==> src/rtl/alu_seq.sv <==
// rtl/alu_seq.sv - Registered ALU with valid/ready handshake, flag register and shift-add multiplier
//
// Purpose:
//   Registered successor of the 16-bit combinational ALU. Accepts one operation
//   at a time over a valid/ready handshake and holds the result, the MUL upper
//   half and the {Z,S,C,V} flag register until the consumer takes them.
//   Single-cycle ops complete one edge after accept. MUL runs a WIDTH-step
//   shift-add sequence before completing.
//
// Ports:
//   clk        in   1      rising-edge clock
//   rst        in   1      asynchronous, active-high reset
//   in_valid   in   1      operands/opcode valid
//   in_ready   out  1      block can accept an operation this cycle
//   opcode     in   4      operation select
//   a          in   WIDTH  operand A
//   b          in   WIDTH  operand B / shift amount (b[SHW-1:0])
//   out_valid  out  1      result/result_hi/flags valid
//   out_ready  in   1      consumer takes result this cycle
//   result     out  WIDTH  result
//   result_hi  out  WIDTH  MUL upper half, 0 for every other op
//   flags      out  4      {Z,S,C,V} flag register

module alu_seq #(
  parameter int WIDTH = 16
) (
  input  logic             clk,
  input  logic             rst,
  input  logic             in_valid,
  output logic             in_ready,
  input  logic [3:0]       opcode,
  input  logic [WIDTH-1:0] a,
  input  logic [WIDTH-1:0] b,
  output logic             out_valid,
  input  logic             out_ready,
  output logic [WIDTH-1:0] result,
  output logic [WIDTH-1:0] result_hi,
  output logic [3:0]       flags
);

  localparam int SHW = $clog2(WIDTH);
  localparam int CW  = $clog2(WIDTH + 1);
  localparam int MSB = WIDTH - 1;

  localparam logic [CW-1:0] CNT_INIT = CW'(WIDTH);
  localparam logic [CW-1:0] CNT_LAST = CW'(1);

  localparam logic [1:0] S_IDLE = 2'd0;
  localparam logic [1:0] S_BUSY = 2'd1;
  localparam logic [1:0] S_DONE = 2'd2;

  localparam logic [3:0] OP_ADD = 4'h0;
  localparam logic [3:0] OP_SUB = 4'h1;
  localparam logic [3:0] OP_AND = 4'h2;
  localparam logic [3:0] OP_OR  = 4'h3;
  localparam logic [3:0] OP_XOR = 4'h4;
  localparam logic [3:0] OP_NOT = 4'h5;
  localparam logic [3:0] OP_ADC = 4'h6;
  localparam logic [3:0] OP_SBB = 4'h7;
  localparam logic [3:0] OP_SHL = 4'h8;
  localparam logic [3:0] OP_SHR = 4'h9;
  localparam logic [3:0] OP_SAR = 4'hA;
  localparam logic [3:0] OP_MUL = 4'hB;
  localparam logic [3:0] OP_CMP = 4'hC;

  localparam int FLAG_C = 1;

  logic [1:0]         r_state;
  logic [WIDTH-1:0]   r_result;
  logic [WIDTH-1:0]   r_result_hi;
  logic [3:0]         r_flags;

  // Shift-add multiplier datapath
  logic [2*WIDTH-1:0] r_mcand;
  logic [WIDTH-1:0]   r_mplier;
  logic [2*WIDTH-1:0] r_prod;
  logic [CW-1:0]      r_cnt;

  logic               w_accept;
  logic [SHW-1:0]     w_shamt;
  logic [WIDTH:0]     w_ext;
  logic [WIDTH-1:0]   w_res;
  logic               w_c;
  logic               w_v;
  logic               w_cin;
  logic [WIDTH-1:0]   w_out;
  logic [3:0]         w_flags;
  logic [2*WIDTH-1:0] w_prod_next;
  logic [WIDTH-1:0]   w_prod_hi;

  assign in_ready  = (r_state == S_IDLE) || ((r_state == S_DONE) && out_ready);
  assign out_valid = (r_state == S_DONE);
  assign result    = r_result;
  assign result_hi = r_result_hi;
  assign flags     = r_flags;

  assign w_accept  = in_valid && in_ready;
  assign w_shamt   = b[SHW-1:0];

  // Single-cycle datapath. Arithmetic runs in WIDTH+1 bits so bit WIDTH is
  // the carry (add) or borrow (subtract). Shifts park the last bit shifted
  // out in the extra bit so the carry falls out of the same vector.
  // ADC/SBB take the carry straight from the flag register: that is the
  // previous op's carry even when the new op is accepted in the DONE cycle.
  always_comb begin
    w_ext = '0;
    w_res = '0;
    w_c   = 1'b0;
    w_v   = 1'b0;
    w_cin = 1'b0;
    case (opcode)
      OP_ADD, OP_ADC: begin
        w_cin = (opcode == OP_ADC) ? r_flags[FLAG_C] : 1'b0;
        w_ext = {1'b0, a} + {1'b0, b} + {{WIDTH{1'b0}}, w_cin};
        w_res = w_ext[WIDTH-1:0];
        w_c   = w_ext[WIDTH];
        w_v   = (a[MSB] == b[MSB]) && (w_res[MSB] != a[MSB]);
      end
      OP_SUB, OP_SBB, OP_CMP: begin
        w_cin = (opcode == OP_SBB) ? r_flags[FLAG_C] : 1'b0;
        w_ext = {1'b0, a} - {1'b0, b} - {{WIDTH{1'b0}}, w_cin};
        w_res = w_ext[WIDTH-1:0];
        w_c   = w_ext[WIDTH];
        w_v   = (a[MSB] != b[MSB]) && (w_res[MSB] != a[MSB]);
      end
      OP_AND: w_res = a & b;
      OP_OR:  w_res = a | b;
      OP_XOR: w_res = a ^ b;
      OP_NOT: w_res = ~a;
      OP_SHL: begin
        w_ext = {1'b0, a} << w_shamt;
        w_res = w_ext[WIDTH-1:0];
        w_c   = w_ext[WIDTH];
      end
      OP_SHR: begin
        w_ext = {a, 1'b0} >> w_shamt;
        w_res = w_ext[WIDTH:1];
        w_c   = w_ext[0];
      end
      OP_SAR: begin
        w_ext = $unsigned($signed({a, 1'b0}) >>> w_shamt);
        w_res = w_ext[WIDTH:1];
        w_c   = w_ext[0];
      end
      default: begin
        // Undefined opcodes (and MUL, which never uses this path) give 0.
        w_res = '0;
      end
    endcase
  end

  // CMP reports the subtraction flags but passes A through as the result.
  assign w_flags = {(w_res == '0), w_res[MSB], w_c, w_v};
  assign w_out   = (opcode == OP_CMP) ? a : w_res;

  assign w_prod_next = r_prod + (r_mplier[0] ? r_mcand : '0);
  assign w_prod_hi   = w_prod_next[2*WIDTH-1:WIDTH];

  always_ff @(posedge clk or posedge rst) begin
    if (rst) begin
      r_state     <= S_IDLE;
      r_result    <= '0;
      r_result_hi <= '0;
      r_flags     <= '0;
      r_mcand     <= '0;
      r_mplier    <= '0;
      r_prod      <= '0;
      r_cnt       <= '0;
    end else begin
      case (r_state)
        S_IDLE, S_DONE: begin
          if (w_accept) begin
            if (opcode == OP_MUL) begin
              r_state  <= S_BUSY;
              r_mcand  <= {{WIDTH{1'b0}}, a};
              r_mplier <= b;
              r_prod   <= '0;
              r_cnt    <= CNT_INIT;
            end else begin
              r_state     <= S_DONE;
              r_result    <= w_out;
              r_result_hi <= '0;
              r_flags     <= w_flags;
            end
          end else if (r_state == S_DONE && out_ready) begin
            r_state <= S_IDLE;
          end
        end
        S_BUSY: begin
          r_prod   <= w_prod_next;
          r_mcand  <= {r_mcand[2*WIDTH-2:0], 1'b0};
          r_mplier <= {1'b0, r_mplier[WIDTH-1:1]};
          r_cnt    <= r_cnt - CNT_LAST;
          // The last step's sum is written straight to the outputs so DONE
          // follows exactly WIDTH busy cycles.
          if (r_cnt == CNT_LAST) begin
            r_state     <= S_DONE;
            r_result    <= w_prod_next[WIDTH-1:0];
            r_result_hi <= w_prod_hi;
            r_flags     <= {(w_prod_next == '0), w_prod_next[MSB],
                            (w_prod_hi != '0), (w_prod_hi != '0)};
          end
        end
        default: r_state <= S_IDLE;
      endcase
    end
  end

endmodule

==> config.mk <==
export PLATFORM = sky130hd
export DESIGN_NAME = alu_seq
export DESIGN_NICKNAME = d
export VERILOG_FILES = /design/src/rtl/alu_seq.sv
export SDC_FILE = /design/constraint.sdc
export NUM_CORES = 1
export LEC_CHECK = 0
export CAP_MARGIN = 20
export CORE_ASPECT_RATIO = 1.75
export CORE_MARGIN = 3
export CORE_UTILIZATION = 55
export DETAILED_ROUTE_END_ITERATION = 10
export PLACE_DENSITY = 0.85
export SETUP_SLACK_MARGIN = 0.1
export SLEW_MARGIN = 20
export SYNTH_ARGS = -nofsm -noshare
export SYNTH_HDL_FRONTEND = slang
export SYNTH_SLANG_ARGS = --single-unit
==> constraint.sdc <==
create_clock -name clk -period 6.16 [get_ports clk]
set_input_delay 1.848 -clock clk [delete_from_list [all_inputs] [get_ports clk]]
set_output_delay 1.848 -clock clk [all_outputs]
set_load 0.01 [all_outputs]
==> results.md <==
- Antenna diodes: 0
- Post-CTS Resized: 0
- Grt met3 use: 5.38%
- Met2 GRT Util: 64.6%
- FMAX: between 0.15 and 0.2 GHz
- Share of cells above drive strength 1: between 9 and 10%
- Critical path capture point type: register
- Clock period minus final worst setup slack: approximately 5.8 ns
- Root Driver: clkbuf_16
- Synth warn: 0
- Status: finished, final reports clean
- Most frequent CP cell: nand3_1
- Postcts setup bufs: 0
- Worst vdd ir: 0.185 mV
- Final nets: 1680
- Clk_lat worst skew: approximately 0.44 ns
- Clock Path Buffers: 2
- TritonRoute pass-1 iters: 6
- Port Buffers: slightly below 80
- Count of state elements after synthesis: 123
- Most Crowded Layer GR: met2
- Slew @ Worst Pin: about 1.0 ns
- CP max stage cell: a2111oi_0
- CTS tree: yes
- Final ANT Viol Nets: 0
- Placed inst area: 13100 µm²
- Ys async rst share: 100%
- HPWL after DPL: around 32000 µm
- Largest net degree at the start of global routing: 74
- CP cell instances: clkdlybuf4s50_1 > nand2b_1 > nor2_1 > buf_4 > nand3_1 > fa_1 > fa_1 > or2_2 > a21oi_1 > xnor2_1 > a21oi_1 > nand4_1 > a2111oi_0 > nand4_1 > nor4_1 > nand3_1 > nand3_1
- Share of the synthesized area in the top cell type: about a quarter
- Filler cells: 1859
- WL per Instance: 24.0 µm
- CTS Buf Count: 17
- Final RePlAce weighted congestion: 1.00
- Reg2reg start: r_mplier[0]$_DFFE_PP0P_
- Final hold vios: 0
- Total core area: 21100 µm²
- Most common cell after layout, fill and taps aside: nor2_1
- Required @ worst endpoint: ~6.5 ns
- # DRC: 0
- Die ar.: 23600 µm²
- Pre-CTS setup slack: 0.158 ns
- Max-cap violations: 0
- Post-Syn Instances: 1494
- Critical Path Max Stage Delay: 0.57 ns
- Setup TNS: 0 ns
- Ys flop type: dfrtp_1
- I/O pin count: 78
- Die width: 117 µm
- Layout Utilization: 64.9%
- Vias in the first global route: between 10000 and 15000
- Global-route wire length before repair: 67800 µm
- Die height: 201 µm
- Mapped Area: roughly 12000 µm²
- Overflow after GRT: 0
- Worst Clk Skew: 0.00891 ns
- Clock slew at the register clock pins of the worst setup and hold paths: 0.06 ns
- Fin crit share: 93.8%
- Finish-stage setup viols: 0
- DR vias/cell: 6.77
- Relative slew slack: 30.4%
- Hold_sp: result_hi[9]$_DFFE_PP0P_
- Initial antenna violation count: 0
- P_leak: between 0.005 and 0.006 µW
- Most frequent cells in the layout: 166 x nor2_1, 165 x nand2_1, 123 x dfrtp_1
- CTS HTree Levels: 4
- Final Cell Area: 13700 µm²
- Final worst slack: 0.381 ns
- Initial DRC count: 1443
- WHS: about 0.47 ns
- Share of the yosys chip area belonging to registers: around a quarter
- WP buf/inv: 2
- Ranking of synthesized cells by area: dfrtp_1 26%, ha_1 10%, mux4_2 5.5%, nor2_1 5.2%, nand2_1 5.2%
- Synth-to-layout area growth: 14.6%
- Num rows: 70
- Syn Nets: 1635
- Avg Cell Area, Syn: 8.00 µm²
- Area leader, netlist: dfrtp_1
- Worst setup path category: input port to register
- Distinct cells, synth: 92
- Fin. max-slew vios: 0
- Starting Density: 56.7%
- Wirelength, routed: 44100 µm
- EDFF count, synth: 0
- CTS Sinks: between 100 and 150
- CP Launch Type: input port
- Critical path launch point: opcode[3]
- Via count: 12500
- CTS Hold Bufs: 0
- Met1 usage: 37.4%
- Global Route Usage Sum: between 30% and 40%
- RSZ-0062 raised after global routing: no
- Crit Path Max Fanout: 3
- Largest delay share family, worst path: simple AND/OR/NAND/NOR gates
- Pwr Density: 353 nW/µm²
- Critical Path AT: 6.15 ns
- Hold crit path type: register to register
per-stage QoR:
stage / cells / total power (µW)
after CTS: 1840 / 4770
after floorplan: 1494 / 2930
after global placement: 1808 / 3600
after global routing: 1840 / 5100
after detailed placement: 1808 / 3660
final: 1840 / 4830
report_power, final:
part / switching (µW) / total (µW) / internal [µW] / leakage (µW)
combinational: 1480 / 2430 / 947 / 0.00409
clock: 411 / 1100 / 689 / 0.000307
sequential: 230 / 1300 / 1070 / 0.00154
worst paths after layout:
check / to / slack, ns / cells after the start
hold reg to reg: result_hi[9]$_DFFE_PP0P_ / 0.47 / 2
hold / removal: result_hi[9]$_DFFE_PP0P_ / 0.47 / 2
setup / recovery: flags[3]$_DFFE_PP0P_ / 0.38 / 17
setup reg to reg: flags[0]$_DFFE_PP0P_ / 1.48 / 13
min in group asynchronous: r_mcand[18]$_DFFE_PP0P_ / 1.99 / 2
max in group asynchronous: result[0]$_DFFE_PP0P_ / 3.21 / 3
tightest hold or removal path, cell delays in order, from the launching register on:
cell	delay [ns]
dfrtp_1	0.34
nand2_1	0.05
o31ai_1	0.05
cells in the mapped netlist (all sizes together), types with 7 or more instances:
master and instances:
nand4 15, and3 8, xor2 12, nor2 167, buf 26, nand2b 17, a21o 18, o21a 21
and2 41, inv 69, nor2b 12, clkbuf 75, nand2 165, nand3 41, o21ai 109, a211oi 21
o31ai 12, mux2i 12, mux2 9, nor3 25, mux4 29, xnor2 33, o221ai 7, nor4 13
dfrtp 123, a31oi 20, o211ai 18, o22ai 44, ha 96, a22o 15, a21oi 103, a221oi 10
o21bai 7
sequential cells by signal, summed over array words and instances (netlist names):
register	flops
flags	4
r_cnt	5
r_mcand	32
r_mplier	16
r_prod	32
r_state	2
result	16
result_hi	16
metal layers:
metal	vias up	share of wire, %
met5	-	0
met4	0	11
met3	274	6.8
met2	778	50
met1	5853	33
li1	5555	-
logic make-up after synthesis:
kind of cell	share of synthesized area (%)
xor gates and xnor gates	3.36
adders and majority gates	10.9
DFF	25.7
AOI/OAI and AO/OA	26.2
buffers and inverters	5.66
muxes	7.31
and+or+nand+nor	20.8
area by class of cell:
class	count	area (µm²)	area share [%]
Clock buffer	18	439	3.20
Clock inverter	14	194	1.41
Inverter	70	265	1.94
Multi-Input combinational cell	1200	8240	60.1
Sequential cell	123	3080	22.5
Tap cell	288	360	2.63
Timing Repair Buffer	127	1140	8.29
Note: power is estimated with default switching activity, not from simulation.
